### src/rtl/contador_pkg.sv
`default_nettype none
// +--------------------------------------------------------------------+
// | contador_pkg                                                       |
// | Types and constants shared by the synchronous counter family.      |
// | Revision: 1.0                                                      |
// +--------------------------------------------------------------------+
package contador_pkg;

  localparam int CONTADOR_WIDTH = 5;

  typedef enum logic [1:0] {
    IDLE = 2'b00,
    RUN  = 2'b01,
    DONE = 2'b10
  } state_t;

endpackage
`default_nettype wire

### src/rtl/contador_evento_sat.sv
`default_nettype none
// +--------------------------------------------------------------------+
// | contador_evento_sat                                                |
// | 8-bit event counter that sticks at 255; clear yields to reset only.|
// | Revision: 1.0                                                      |
// +--------------------------------------------------------------------+
module contador_evento_sat (
  input  logic       clk,
  input  logic       reset,
  input  logic       clear,
  input  logic       inc,
  output logic [7:0] count
);

  logic [7:0] count_q;
  logic [7:0] count_d;

  always_comb begin
    count_d = count_q;
    if (clear) begin
      count_d = 8'd0;
    end else if (inc && (count_q != 8'hFF)) begin
      count_d = count_q + 8'd1;
    end
  end

  always_ff @(posedge clk) begin
    if (reset) begin
      count_q <= 8'd0;
    end else begin
      count_q <= count_d;
    end
  end

  assign count = count_q;

endmodule
`default_nettype wire

### src/rtl/contador_sincrono_decrescente.sv
`default_nettype none
// +--------------------------------------------------------------------+
// | contador_sincrono_decrescente                                      |
// | Loadable down counter with terminal-count pulse and auto-reload.   |
// | Optional tc_count output under macro CONTADOR_DEC_TCCOUNT_EN.      |
// | Revision: 1.0                                                      |
// +--------------------------------------------------------------------+
module contador_sincrono_decrescente
  import contador_pkg::*;
#(
  parameter int               WIDTH       = CONTADOR_WIDTH,
  parameter logic [WIDTH-1:0] RESET_VALUE = '0
) (
  input  logic             clk,
  input  logic             reset,
  input  logic             load,
  input  logic [WIDTH-1:0] load_value,
  input  logic             enable,
  input  logic             auto_reload,
  output logic [WIDTH-1:0] Q,
  output logic             zero,
  output logic             tc_pulse,
  output logic             busy
`ifdef CONTADOR_DEC_TCCOUNT_EN
  ,
  output logic [7:0]       tc_count
`endif
);

  state_t           state_q,  state_d;
  logic [WIDTH-1:0] count_q,  count_d;
  logic [WIDTH-1:0] reload_q, reload_d;
  logic             tc_q,     tc_d;

  // State register together with the datapath registers it governs.
  always_ff @(posedge clk) begin
    if (reset) begin
      state_q  <= IDLE;
      count_q  <= RESET_VALUE;
      reload_q <= RESET_VALUE;
      tc_q     <= 1'b0;
    end else begin
      state_q  <= state_d;
      count_q  <= count_d;
      reload_q <= reload_d;
      tc_q     <= tc_d;
    end
  end

  // Next-state and datapath: load overrides everything; only RUN counts.
  always_comb begin
    state_d  = state_q;
    count_d  = count_q;
    reload_d = reload_q;
    tc_d     = 1'b0;
    if (load) begin
      count_d  = load_value;
      reload_d = load_value;
      state_d  = (load_value != '0) ? RUN : DONE;
    end else begin
      case (state_q)
        RUN: begin
          if (enable) begin
            if (count_q == WIDTH'(1)) begin
              count_d = '0;
              tc_d    = 1'b1;
              state_d = auto_reload ? RUN : DONE;
            end else if (count_q == '0) begin
              // Only reachable after an auto-reload wrap: no pulse here.
              count_d = reload_q;
            end else begin
              count_d = count_q - WIDTH'(1);
            end
          end
        end
        IDLE, DONE: begin
          state_d = state_q;
        end
        default: begin
          state_d = IDLE;
        end
      endcase
    end
  end

  always_comb begin
    busy = (state_q == RUN);
  end

  assign Q        = count_q;
  assign zero     = (count_q == '0);
  assign tc_pulse = tc_q;

`ifdef CONTADOR_DEC_TCCOUNT_EN
  contador_evento_sat u_tc_count (
    .clk   (clk),
    .reset (reset),
    .clear (load),
    .inc   (tc_q),
    .count (tc_count)
  );
`endif

endmodule
`default_nettype wire

### config.mk
export PLATFORM = sky130hd
export DESIGN_NAME = contador_sincrono_decrescente
export DESIGN_NICKNAME = d
export VERILOG_FILES = /design/src/rtl/contador_pkg.sv /design/src/rtl/contador_evento_sat.sv /design/src/rtl/contador_sincrono_decrescente.sv
export SDC_FILE = /design/constraint.sdc
export NUM_CORES = 1
export LEC_CHECK = 0
export ABC_AREA = 1
export BUFFER_PORTS_ARGS = -buffer_cell sky130_fd_sc_hd__buf_2
export CORE_MARGIN = 2
export CORE_UTILIZATION = 47
export CTS_CLUSTER_DIAMETER = 50
export DETAILED_ROUTE_END_ITERATION = 6
export GPL_ROUTABILITY_DRIVEN = 1
export PLACE_DENSITY = 0.71
export SLEW_MARGIN = 20
export SYNTH_ARGS = -nofsm -noshare
export SYNTH_HDL_FRONTEND = slang
export SYNTH_SLANG_ARGS = --single-unit
export TNS_END_PERCENT = 100
### constraint.sdc
create_clock -name clk -period 1 [get_ports clk]
set_input_delay 0.2 -clock clk [delete_from_list [all_inputs] [get_ports clk]]
set_output_delay 0.2 -clock clk [all_outputs]
set_load 0.01 [all_outputs]
* Word level (Yosys, flattened, before mapping)
Index checks and enable logic that the tools add are counted.
** Operators by class
- Bitwise gates (word level) :: 2
- Shift operators :: 0
- Reduce and logical (&&, ||, !) cells :: 9
- $lt $le $gt $ge :: 0
- $add $sub $neg :: 1
- Multipliers :: 0
- Div/mod/pow operators :: 0
- Multiplexer cells :: 12
- Equal/unequal tests :: 6
** Operators by type and width (count)
- 5-bit 2-to-1 mux :: 5
- 2-bit 2-to-1 mux :: 5
- 5-bit by 1-bit == test with 1-bit output (second input constant) :: 1
- 5-bit logical NOT :: 1
- 5-bit nonzero test :: 1
- 5-bit by 1-bit subtractor with 5-bit output (second input constant) :: 1
- 2-bit case mux with 2 select lines :: 1
- 2-bit nonzero test :: 2
- 4-bit OR reduction :: 1
- 3-bit by 2-bit != test with 1-bit output (second input constant) :: 1
- 3-bit != test (second input constant) :: 1
- 3-bit AND reduction :: 1
- 2-bit by 1-bit == test with 1-bit output (second input constant) :: 1
- 2-bit == test (second input constant) :: 1
- 2-bit logical NOT :: 1
- 2-bit != test (second input constant) :: 1
- 1-bit NOT :: 2
- 2-bit AND reduction :: 1
- 2-bit OR reduction :: 1
- 1-bit 2-to-1 mux :: 1
** Storage, ports and cells
- Input bits :: 10
- Register bits :: 13
- Word-level logic and storage cells :: 34
- Memory bits (read-only) :: 0
- Bits in latches :: 0
- Output and inout bits :: 8
- Memories kept :: 0
- Memory bits (writable) :: 0

* Longest topological paths before layout
Gate-level depths: netlist of run 1.
- Depth after elaboration :: 6
- Mapped depth :: 9
- Depth with buffers taken out :: 9

* Least setup slack after synthesis of run 1
Ideal clock, no wire load.
- Path type :: register -> register
- Start :: register count_q[0] (netlist: Q[0])
- End :: register count_q[3] (netlist: Q[3])
- Cell stages (with the launch flop) :: 8
- Path slack :: -0.235 ns
- Period minus slack after synthesis :: 1.235 ns
- Arrival time :: 1.164 ns
- Cells stage by stage :: dfxtp_1 inv_1 ha_1 nand3_4 inv_2 nand2_1 nand3_1 a21oi_1
** Between the ends
- Word-level cells in the longest chain between the ends :: 6
** RTL lines
- start, declared :: RTL line contador_sincrono_decrescente.sv:31 : logic [WIDTH-1:0] count_q, count_d;
- start signal, assigned :: RTL line contador_sincrono_decrescente.sv:44 : count_q <= count_d;
- 5-bit logical NOT
- net zero :: RTL line contador_sincrono_decrescente.sv:21 : output logic zero,
- 5-bit 2-to-1 mux :: RTL line contador_sincrono_decrescente.sv:68 : end else if (count_q == '0) begin
- 5-bit 2-to-1 mux :: RTL line contador_sincrono_decrescente.sv:64 : if (count_q == WIDTH'(1)) begin
- 5-bit 2-to-1 mux :: RTL line contador_sincrono_decrescente.sv:63 : if (enable) begin
- 5-bit 2-to-1 mux :: RTL line contador_sincrono_decrescente.sv:61 : case (state_q)
- 5-bit 2-to-1 mux :: RTL line contador_sincrono_decrescente.sv:56 : if (load) begin
The timed path passes the listed nets, and every way through them passes these cells. The select of a mux whose other input is x is not followed.
A chain may end at the register's enable or synchronous reset.

* Worst setup path after layout of run 1
- Start :: register count_q[0] (netlist: Q[0])
- End :: output port zero
** Between the ends
- Word-level cells in the longest chain between the ends :: 1
** RTL lines
- 5-bit logical NOT :: RTL line contador_sincrono_decrescente.sv:91 : assign zero = (count_q == '0);
- end, declared :: RTL line contador_sincrono_decrescente.sv:21
No other way between the ends.

==> results of run 1 <==
[cell type report]
type / count / area, um^2
Sequential cell: 13 / 279
Clock buffer: 3 / 22.5
Clock inverter: 1 / 5.00
Inverter: 20 / 85.1
Timing Repair Buffer: 39 / 309
Tap cell: 25 / 31.3
Multi-Input combinational cell: 89 / 566
Fill cell: 125 / 410
[critical path: stages (launching register included)]
cell	delay [ns]
dfxtp_4	0.36
inv_4	0.06
ha_4	0.14
nand3_4	0.09
inv_4	0.07
buf_6	0.09
[Yosys cell counts (all sizes together)]
master | count | area share [%]
nand3 | 18 | 14
a21oi | 8 | 4.7
a211oi | 1 | 0.89
o21ai | 5 | 3.4
clkbuf | 1 | 0.44
inv | 20 | 9.2
ha | 3 | 4.4
xnor2 | 1 | 1.0
nand2 | 35 | 16
buf | 1 | 1.3
nand4 | 1 | 0.74
nor3 | 1 | 0.59
dfxtp | 13 | 31
nor2 | 16 | 12
[worst paths after layout]
kind | start | end | slack [ns]
setup / recovery | Q[0] | zero | -0.29
hold / removal | load_value[1] | reload_q[1] | 0.20
setup reg to reg | Q[1] | Q[0] | -0.26
hold reg to reg | reload_q[4] | reload_q[4] | 0.47
[power breakdown]
| group | total [mW] | leakage, nW | switching [mW] | internal, mW |
|---|---|---|---|---|
| clock network | 0.348 | 0.0177 | 0.199 | 0.148 |
| registers | 0.582 | 0.111 | 0.0321 | 0.550 |
| logic | 0.553 | 0.469 | 0.286 | 0.267 |
[state kept, by name (all words and copies together), names as in the netlist]
name      flops
tc_pulse      1
state_q       2
reload_q      5
Q             5
[logic make-up (layout without fill, tap and decap cells)]
group	after synthesis	count (layout)	share of synthesized area, %
flip-flops	13	13	30.8
XOR/XNOR	1	1	1.04
buffers and inverters	22	63	11.0
adder cells (fa/ha/maj)	3	3	4.44
AND/OR/NAND/NOR	71	71	43.7
AO/OA/AOI/OAI	14	14	9.04
[through the flow]
| stage | utilization [%] | setup slack (ns) | cells |
|---|---|---|---|
| 6_report | 76.0 | -0.289 | 190 |
| 5_1_grt | 76.0 | -0.329 | 190 |
| 4_1_cts | 73.6 | -0.269 | 189 |
| 3_5_place_dp | 63.1 | -0.133 | 175 |
| 3_3_place_gp | 63.1 | -0.115 | 175 |
| 2_1_floorplan | - | -0.0792 | 124 |
[per-layer routing]
metal	up-vias	part of all wire (%)	GRT usage [%]	wire length, um
met4	0	2.1	12.0	48
met1	433	39	29.8	885
met2	26	53	42.5	1210
li1	480	-	-	-
met5	-	0	0	0
met3	6	5.5	2.75	124
[repair_timing]
action / in CTS / in global routing
setup endpoints to repair: 14 / 15
gates cloned: 0 / 0
gates resized for setup: 19 / 8
pin swaps: 6 / 3
buffers inserted: 10 / 1
hold buffers: 0 / 0
==> metrics.cfg, run 1 <==
[drt]
antenna_left = 0
dr.pass1.iters = 4
avgRoutedWirePerCell_um = 11.9
route.detailed.drc = 0
vias = 945
wirelength_um = 2270
drt_iter0_drc = 25
via_per_inst = 4.97

[logic_synthesis]
synth-seq-cells = 13
ys_seq_area_share_pct = 30.8
avgSynthCellArea_um2 = 6.81
syn_nets = 137
yosys.cell_types.count = 23
synth_cells = 124
synth_area_um2 = 845
synth_warnings = 0

[cells_and_area]
final_nets = 179
final_common_cell = nand2_1
postLayoutCellArea_um2 = 1300
area_growth_pct = 53.6
drive_gt1_share_pct = 48.5
mostFrequentLayoutCells = nand2_1 (32), buf_4 (18), nand3_1 (13)
diodes = 0

[setup_path]
end_kind = output pin
required_ns = 0.80
cp.arrival_ns = 1.09
reg2regPathDepth = 8
start_kind = register
crit_fanout = 2
critical_path_class = reg2out

[floorplanning]
dieArea_um2 = 2150
die_w_um = 46.4
start_util_pct = 49.5
fp.dieH_um = 46.4
core_area_um2 = 1710
row_count = 15
io_pins = 18

[timing]
holdWs_ns = 0.203
slew_violations = 0
max_freq_mhz = 776
tightest_slew_ns = 0.268
worst_slack_ns = -0.289
setup_tns_ns = -2.42
fin_crit_sh_pct = 129
slew_headroom_pct = 82.0
fin_crit_ns = 1.29
hold_violations = 0
skew_ns = 0.0103
rsz0062_at_grt = yes
finalSetupViolations = 14

[place]
place_area_um2 = 1080
place.gp.congestion = 0.919
hpwl_um = 1540
port_buffers = 17

[power_and_ir_drop]
power.density_nw_per_um2 = 1140
p_leak_nw = 0.598
vdd_drop_max_v = 0.00106
p_total_mw = 1.48

[cts]
cts_buffer_depth = 2
clkTransAtPathRegs_ns = 0.10
cts_tree = done
htree_levels = 1
clk-insertion-delay-late_ns = 0.28
cts_sinks = 13
cts-root-buf = clkbuf_4
numCtsBuffers = 3

[hold_path]
hp-class = in2reg
hold_path_depth = 3

[status]
outcome = complete, but fails checks
violations = negative setup slack

[global_routing]
grt.overflow.total = 0
gr-usage-all-layers_pct = 24.6
antenna_found_initial = 0
grt_max_degree = 13
grt_pass1_vias = 907
grt_pass1_wl_um = 3690

[flow_run]
cap_violations = 0

Note: power is estimated with default switching activity, not from simulation.
==> run 2, diff against run 1 <==
--- a/config.mk
+++ b/config.mk
@@ -8,11 +8,11 @@
 export ABC_AREA = 1
 export BUFFER_PORTS_ARGS = -buffer_cell sky130_fd_sc_hd__buf_2
 export CORE_MARGIN = 2
-export CORE_UTILIZATION = 47
+export CORE_UTILIZATION = 52
 export CTS_CLUSTER_DIAMETER = 50
 export DETAILED_ROUTE_END_ITERATION = 6
 export GPL_ROUTABILITY_DRIVEN = 1
-export PLACE_DENSITY = 0.71
+export PLACE_DENSITY = 0.75
 export SLEW_MARGIN = 20
 export SYNTH_ARGS = -nofsm -noshare
 export SYNTH_HDL_FRONTEND = slang
==> constraint.sdc (replaced) <==
create_clock -name clk -period 1.2 [get_ports clk]
set_input_delay 0.24 -clock clk [delete_from_list [all_inputs] [get_ports clk]]
set_output_delay 0.24 -clock clk [all_outputs]
set_load 0.01 [all_outputs]
==> run 2 against run 1 <==
The flow still finishes with violations (negative setup slack). Clock power fell by 21%. Clock skew shrank 0.0099 ns. Die area is 8.8% lower. Sequential cell count unchanged. Final cell count decreased by 9.5%. Count of clock-buffer cells in the layout rose by 1. Utilization up 0.36 points. Cell area fell by 11%. Global-route usage rose by 0.13 points. Non-clock buffer count decreased by 9. Critical path type unchanged.
==> metrics.cfg, run 2 (synthesis gave the netlist of run 1 again) <==
[timing]
hold_violations = 0  ; unchanged
skew_ns = 0.000461  ; was 0.0103 ns
slew_headroom_pct = 82.9  ; was 82.0%
worst_slack_ns = -0.134  ; was -0.289 ns
fin_crit_sh_pct = 111
finalSetupViolations = 7  ; was 14
max_freq_mhz = 750
fin_crit_ns = 1.33
setup_tns_ns = -0.344  ; was -2.42 ns
slew_violations = 0  ; unchanged
rsz0062_at_grt = yes  ; unchanged
tightest_slew_ns = 0.256  ; was 0.268 ns

[setup_path]
reg2reg_from = Q[0]  ; was Q[1]
crit_start = Q[1]  ; was Q[0]
critical_path_class = reg2out  ; unchanged
start_kind = register  ; unchanged
cp.arrival_ns = 1.09  ; about the same
required_ns = 0.96  ; was 0.80 ns
end_kind = output pin  ; unchanged
crit_fanout = 3  ; was 2

[global_routing]
grt_max_degree = 13  ; unchanged
gr-usage-all-layers_pct = 24.7  ; was 24.6%
grt.overflow.total = 0  ; unchanged
grt_pass1_vias = 838  ; was 907
antenna_found_initial = 0  ; unchanged
grt_pass1_wl_um = 3550  ; was 3690 um

[power_and_ir_drop]
p_leak_nw = 0.543  ; was 0.598 nW
vdd_drop_max_v = 0.000770  ; was 0.00106 V
power.density_nw_per_um2 = 1020  ; was 1140 nW/um^2
p_total_mw = 1.17  ; was 1.48 mW

[cts]
clkTransAtPathRegs_ns = 0.08  ; was 0.10 ns
cts_buffer_depth = 2  ; unchanged
numCtsBuffers = 3  ; unchanged
clk-insertion-delay-late_ns = 0.27  ; was 0.28 ns
htree_levels = 1  ; unchanged
cts_sinks = 13  ; unchanged
cts_tree = done  ; unchanged
cts-root-buf = clkbuf_4  ; unchanged

[floorplanning]
row_count = 14  ; was 15
dieArea_um2 = 1960  ; was 2150 um^2
io_pins = 18  ; unchanged
fp.dieH_um = 44.3  ; was 46.4 um
die_w_um = 44.3  ; was 46.4 um
core_area_um2 = 1510  ; was 1710 um^2
start_util_pct = 56.1  ; was 49.5%

[drt]
route.detailed.drc = 0  ; unchanged
via_per_inst = 5.37  ; was 4.97
drt_iter0_drc = 26  ; was 25
antenna_left = 0  ; unchanged
vias = 923  ; was 945
wirelength_um = 2230  ; was 2270 um
dr.pass1.iters = 4  ; unchanged
avgRoutedWirePerCell_um = 12.9  ; was 11.9 um

[cells_and_area]
final_nets = 170  ; was 179
postLayoutCellArea_um2 = 1150  ; was 1300 um^2
diodes = 0  ; unchanged
area_growth_pct = 36.1  ; was 53.6%
mostFrequentLayoutCells = nand2_1 (32), buf_2 (15), nand3_1 (13), buf_4 (13), inv_1 (12)  ; was nand2_1 (32), buf_4 (18), nand3_1 (13)
final_util_pct = 76.3  ; was 76.0%
fill_cells = 120  ; was 125
fin_cells = 172  ; was 190
drive_gt1_share_pct = 43.6  ; was 48.5%
final_common_cell = nand2_1  ; unchanged

[status]
violations = negative setup slack  ; unchanged
outcome = complete, but fails checks  ; unchanged

[hold_path]
min_from = load_value[3]  ; was load_value[1]
hp-class = in2reg  ; unchanged

[place]
place.gp.congestion = 0.811  ; was 0.919
placed_cells = 160  ; was 175
hpwl_um = 1420  ; was 1540 um
place_area_um2 = 973  ; was 1080 um^2
port_buffers = 17  ; unchanged

[flow_run]
cap_violations = 0  ; unchanged

run 2: cell types whose count changed in the layout (fill, tap and decap cells not counted), moves of 2 or more:
cell     before  now
dfxtp_4       4    1
buf_6        11    2
buf_2        10   15
buf_4        18   13
dfxtp_1       6    8
run 2: repair_timing:
action	in CTS	in global routing
gates resized for setup	13	13
pin swaps	3	7
hold buffers	0	0
setup endpoints to repair	9	9
buffers inserted	8	0
run 2: critical path: stages, from the launching register on:
cell     delay (ns)
dfxtp_2        0.36
inv_4          0.05
ha_4           0.16
nand3_4        0.10
inv_4          0.04
buf_6          0.11
run 2: cell type report:
| class | count | area, um^2 | share of cell area, % |
|---|---|---|---|
| well taps | 16 | 20.0 | 1.74 |
| multi-input cells | 89 | 557 | 48.4 |
| clock buffers | 4 | 26.3 | 2.29 |
| inverters | 20 | 82.6 | 7.18 |
| repair buffers | 30 | 195 | 17.0 |
| flip-flops and latches | 13 | 269 | 23.4 |
run 2: path summary, 6_finish.rpt:
| check | end | slack, ns | cells past startpoint |
|---|---|---|---|
| hold reg to reg | reload_q[2] | 0.46 | 2 |
| setup reg to reg | state_q[0] | -0.08 | 9 |
| hold / removal | reload_q[3] | 0.25 | 3 |
| setup / recovery | zero | -0.13 | 5 |
run 2: power by group:
part / switching, mW / internal [mW] / leakage [nW]
Combinational: 0.230 / 0.183 / 0.419
Sequential: 0.0267 / 0.460 / 0.109
Clock: 0.146 / 0.129 / 0.0150
run 2: routing by layer:
| layer | track usage (%) | wire [um] |
|---|---|---|
| met1 | 30.0 | 909 |
| met2 | 43.8 | 1140 |
| met3 | 3.67 | 147 |
| met4 | 9.09 | 30 |
| met5 | 0 | 0 |
run 2: per-stage QoR:
step,hold slack (ns),setup slack (ns)
final,0.251,-0.134
after global placement,0.450,-0.0227
after CTS,0.252,-0.122
after floorplan,0.318,0.00269
after detailed placement,0.454,-0.0462
after global routing,0.264,-0.166
